[src/rtl/alu_rs.sv]
// Integer reservation station for the single-cycle ALU: collapsing age-ordered queue
// with CDB wakeup, oldest-ready select and a registered issue port.
module alu_rs #(
   parameter int DEPTH = 4
) (
   input  logic        clk,
   input  logic        rst_n,
   input  logic        flush,
   input  logic        disp_valid,
   output logic        disp_ready,
   input  logic [2:0]  disp_alu_ext,
   input  logic [2:0]  disp_funct3,
   input  logic [5:0]  disp_rob_tag,
   input  logic        disp_rs1_rdy,
   input  logic        disp_rs2_rdy,
   input  logic [31:0] disp_rs1_data,
   input  logic [31:0] disp_rs2_data,
   input  logic [5:0]  disp_rs1_tag,
   input  logic [5:0]  disp_rs2_tag,
   input  logic        cdb_valid,
   input  logic [5:0]  cdb_tag,
   input  logic [31:0] cdb_data,
   input  logic        iss_ready,
   output logic [31:0] iss_op1,
   output logic [31:0] iss_op2,
   output logic [2:0]  iss_alu_ext,
   output logic [2:0]  iss_funct3,
   output logic [5:0]  iss_tag,
   output logic        iss_tag_valid
);

   localparam int CW = $clog2(DEPTH + 1);
   localparam int SW = $clog2(DEPTH);

   typedef struct packed {
      logic        vld;
      logic [2:0]  ext;
      logic [2:0]  f3;
      logic [5:0]  tag;
      logic        r1;
      logic [5:0]  t1;
      logic [31:0] d1;
      logic        r2;
      logic [5:0]  t2;
      logic [31:0] d2;
   } ent_t;

   ent_t [DEPTH-1:0] r_ent;
   logic [CW-1:0]    r_count;
   logic [31:0]      r_iss_op1, r_iss_op2;
   logic [2:0]       r_iss_ext, r_iss_f3;
   logic [5:0]       r_iss_tag;
   logic             r_iss_vld;

   ent_t [DEPTH:0]   w_upd;
   ent_t [DEPTH-1:0] w_nxt;
   ent_t             w_new;
   logic             w_found, w_adv, w_rem, w_disp;
   logic [SW-1:0]    w_sel;
   logic [CW-1:0]    w_widx;

   assign disp_ready = (r_count < CW'(DEPTH));
   assign w_adv      = !r_iss_vld | iss_ready;
   assign w_rem      = w_adv & w_found;
   assign w_disp     = disp_valid & disp_ready & !flush;
   assign w_widx     = r_count - CW'(w_rem);

   // CDB snoop on every held entry; the extra top slot is an empty filler for the shift
   always_comb begin
      w_upd = '0;
      for (int i = 0; i < DEPTH; i++) begin
         w_upd[i] = r_ent[i];
         if (cdb_valid && r_ent[i].vld && !r_ent[i].r1 && r_ent[i].t1 == cdb_tag) begin
            w_upd[i].r1 = 1'b1;
            w_upd[i].d1 = cdb_data;
         end
         if (cdb_valid && r_ent[i].vld && !r_ent[i].r2 && r_ent[i].t2 == cdb_tag) begin
            w_upd[i].r2 = 1'b1;
            w_upd[i].d2 = cdb_data;
         end
      end
   end

   // Oldest-ready select from registered ready bits only
   always_comb begin
      w_found = 1'b0;
      w_sel   = '0;
      for (int i = DEPTH - 1; i >= 0; i--) begin
         if (r_ent[i].vld && r_ent[i].r1 && r_ent[i].r2) begin
            w_found = 1'b1;
            w_sel   = SW'(i);
         end
      end
   end

   always_comb begin
      w_new     = '0;
      w_new.vld = 1'b1;
      w_new.ext = disp_alu_ext;
      w_new.f3  = disp_funct3;
      w_new.tag = disp_rob_tag;
      w_new.r1  = disp_rs1_rdy;
      w_new.t1  = disp_rs1_tag;
      w_new.d1  = disp_rs1_data;
      w_new.r2  = disp_rs2_rdy;
      w_new.t2  = disp_rs2_tag;
      w_new.d2  = disp_rs2_data;
      if (!disp_rs1_rdy && cdb_valid && cdb_tag == disp_rs1_tag) begin
         w_new.r1 = 1'b1;
         w_new.d1 = cdb_data;
      end
      if (!disp_rs2_rdy && cdb_valid && cdb_tag == disp_rs2_tag) begin
         w_new.r2 = 1'b1;
         w_new.d2 = cdb_data;
      end
   end

   // Collapse above the removed slot, then drop the new op into the first free slot
   always_comb begin
      w_nxt = '0;
      for (int i = 0; i < DEPTH; i++) begin
         if (w_rem && i >= int'(w_sel)) w_nxt[i] = w_upd[i+1];
         else                           w_nxt[i] = w_upd[i];
         if (w_disp && CW'(i) == w_widx) w_nxt[i] = w_new;
      end
   end

   always_ff @(posedge clk or negedge rst_n) begin
      if (!rst_n) begin
         r_ent     <= '0;
         r_count   <= '0;
         r_iss_op1 <= '0;
         r_iss_op2 <= '0;
         r_iss_ext <= '0;
         r_iss_f3  <= '0;
         r_iss_tag <= '0;
         r_iss_vld <= 1'b0;
      end else if (flush) begin
         r_ent     <= '0;
         r_count   <= '0;
         r_iss_vld <= 1'b0;
      end else begin
         r_ent     <= w_nxt;
         r_count   <= r_count + CW'(w_disp) - CW'(w_rem);
         if (w_adv) begin
            r_iss_vld <= w_found;
            if (w_found) begin
               r_iss_op1 <= r_ent[w_sel].d1;
               r_iss_op2 <= r_ent[w_sel].d2;
               r_iss_ext <= r_ent[w_sel].ext;
               r_iss_f3  <= r_ent[w_sel].f3;
               r_iss_tag <= r_ent[w_sel].tag;
            end
         end
      end
   end

   assign iss_op1       = r_iss_op1;
   assign iss_op2       = r_iss_op2;
   assign iss_alu_ext   = r_iss_ext;
   assign iss_funct3    = r_iss_f3;
   assign iss_tag       = r_iss_tag;
   assign iss_tag_valid = r_iss_vld;

endmodule

[config.mk]
export PLATFORM = sky130hd
export DESIGN_NAME = alu_rs
export DESIGN_NICKNAME = d
export VERILOG_FILES = /design/src/rtl/alu_rs.sv
export SDC_FILE = /design/constraint.sdc
export NUM_CORES = 1
export LEC_CHECK = 0
export ABC_AREA = 1
export BUFFER_PORTS_ARGS = -buffer_cell sky130_fd_sc_hd__buf_2
export CAP_MARGIN = 20
export CORE_MARGIN = 1.5
export CORE_UTILIZATION = 25
export DETAILED_ROUTE_END_ITERATION = 6
export SYNTH_ARGS = -nofsm -noshare
export SYNTH_HDL_FRONTEND = slang
export SYNTH_SLANG_ARGS = --single-unit
[constraint.sdc]
create_clock -name clk -period 3.3 [get_ports clk]
set_input_delay 0.825 -clock clk [delete_from_list [all_inputs] [get_ports clk]]
set_output_delay 0.825 -clock clk [all_outputs]
set_load 0.005 [all_outputs]
==> out/results.ini <==
[run_status]
status = completed

[routing]
wl_met1_um = 52230
drc_errors = 0
top_layer_used = met5
met3WireLength_um = 13960
via_per_inst = 5.137
drtPass1Iterations = 6
detail-route-antenna-nets = 0
via_count = 31530
drt_iter0_markers = 3585
dr_wl_met2_um = 56430
wl_per_cell_um = 20.88
drt-total-wl_um = 128100

[layout]
fin_nets = 4704
fin_cells = 6138
drive_above_1_share = 0.1057
final_core_util = 0.2953
area_delta_synth_final_pct = 17.14

[sta]
hold_viol_final = 0
setup_tns_ns = 0
worstMarginPinSlew_ns = 0.7943
finalCritPeriodShare = 0.8381
fin_hold_ws_ns = 0.08505
slew_headroom = 0.4704
slew_viol_final = 0
clock-skew-final_ns = 0.03030
max_clock_freq_mhz = 361.6
setup_violations = 0
min_period_ns = 2.766
grt_setup_unrepaired = false

[clock_tree]
ctsRootBufferMaster = clkbuf_16
cts_tree = done
postCtsSetupBuffers = 0
cts_hold_buffers = 0
clock_latency_ns = 0.64
cts_resized = 0
htreeDepth = 2
cts_buffers = 53
cts.sinks = 444
clockBufferDepth = 3
clk_pin_slew_ns = 0.06

[critical_path]
crit_path_end_kind = register
worstSetupPathType = reg2reg
required_ns = 3.81
crit_arrival_ns = 3.27
startpoint_type = register
crit_path_max_fanout = 24

[synth]
yosys.area.top_type = dfrtp_1
async_flop_share = 1.000
synthAdderAreaFrac = 0.002395
synth_compound_area_frac = 0.1465
synthSimpleGateAreaFrac = 0.3434
ys.flop_type = dfrtp_1
yosysSeqAreaShare = 0.3798
syn-num-nets = 4656
synth.most_common_cell = nand2_1
synthCells = 4517
synthXorXnorAreaFrac = 0.007485
muxShareOfSynthArea = 0
synth_top_family_by_area = simple AND/OR/NAND/NOR gates
synth_edf_count = 0
yosysTopAreaCellShare = 0.3798
netlist_top_cells_count = nand2_1 (1619), nand3_1 (662), inv_1 (453)
avgSynthCellArea_um2 = 6.476
synth_area_leaders = dfrtp_1 (38%), nand2_1 (21%), nand3_1 (11%), inv_1 (5.8%), a21oi_1 (5.7%)
ys_types = 38
synth_warnings = 0
synthesis.area_mm2 = 0.02925
ys_ff_latch = 444

[global_route]
grt_pass1_vias = 30020
grt_overflow_total = 0
antenna_found_initial = 26
grt_max_degree = 126
grt_usage = 0.2098
grt_pass1_wl_um = 192000

[min_path]
hp-class = in2async

[power]
vdd_drop_max_uv = 444.4
total_power_mw = 16.54
powerDensity_mw_per_mm2 = 482.8
leakage_nw = 17.21

[place]
dp_hpwl_um = 83350
dpl.cell_count = 6034
gp_congestion = 0.9053
io_buffers = 211

[floorplan]
dieHeight_um = 345.1
fp.dieArea_mm2 = 0.1191
std_cell_rows = 125
die-width_um = 345.1
start_util = 0.2521
core-area_mm2 = 0.1160
io_pins = 212

[flow_run]
maxCapViolations = 0

-- sequential cells by signal (all words and copies together), names as in the netlist --
signal         cells
iss_alu_ext        3
iss_funct3         3
iss_op1           32
iss_op2           32
iss_tag            6
iss_tag_valid      1
r_count            3
r_ent            364
-- path summary, 6_finish.rpt --
| path | cells past startpoint | end | slack, ns | start |
|---|---|---|---|---|
| worst max-delay path | 14 | r_ent[258] | 0.53 | r_ent[259] |
| worst min-delay path | 1 | iss_op2[9] | 0.09 | rst_n |
| worst max register to register | 14 | r_ent[258] | 0.53 | r_ent[259] |
| worst min register to register | 2 | iss_op1[28] | 0.47 | iss_op1[28] |
| max in group asynchronous | 3 | r_ent[329] | 2.21 | rst_n |
| min in group clk | 2 | iss_op1[28] | 0.47 | iss_op1[28] |
-- stage by stage --
step | worst slack, ns | area (um2)
3_3_place_gp | 0.2306 | 32450
2_1_floorplan | 0.5039 | 29250
3_5_place_dp | 0.1732 | 32450
4_1_cts | 0.5453 | 34250
6_report | 0.5342 | 34270
5_1_grt | 0.3776 | 34260
-- worst max-delay path, stage by stage, from the launching register on --
cell     delay (ns)
dfrtp_1        0.48
nand3_2        0.18
nand2_1        0.13
o21ai_4        0.18
inv_2          0.05
ha_1           0.17
ha_1           0.19
nand2_1        0.08
and2_1         0.22
nand2_1        0.12
nor2_4         0.17
buf_4          0.38
a21oi_1        0.11
nand2_1        0.10
o21ai_0        0.09
-- cells in the final DEF (no fill, tap or decap), types with 62 or more instances in the layout --
cell	netlist	final
o21ai_1	99	99
dfrtp_1	444	444
buf_12	0	64
nand3_1	662	661
buf_4	18	70
inv_1	453	447
o21ai_0	278	278
nand2_1	1619	1616
a21oi_1	336	336
buf_2	179	209
o22ai_1	62	62
-- routing by layer --
metal,global-route usage,vias to the layer above
met2,0.3254,1758
li1,-,14660
met5,0,-
met1,0.2777,14750
met4,0.08723,28
met3,0.05095,338
-- area by class of cell --
class	instances	area [um2]
fill	12740	81780
antenna	7	17.52
sequential	444	11110
clock inverter	19	225.2
timing repair buffer	344	2868
inverter	494	1862
tap	1524	1907
multi-input combinational	3228	14710
clock buffer	78	1572
-- report_power, final --
| part | internal, mW | switching [mW] | leakage (nW) | total [mW] |
|---|---|---|---|---|
| sequential | 6.08 | 0.369 | 6.08 | 6.45 |
| clock | 3.61 | 2.63 | 0.896 | 6.23 |
| combinational | 1.33 | 2.52 | 10.2 | 3.86 |
-- logic make-up after synthesis --
kind of cell	after synthesis
XOR/XNOR	25
buffers and inverters	845
flip-flops	444
AO/OA/AOI/OAI	815
adder cells (fa/ha/maj)	5
AND/OR/NAND/NOR	2383
Power figures use the tool's default switching activity.
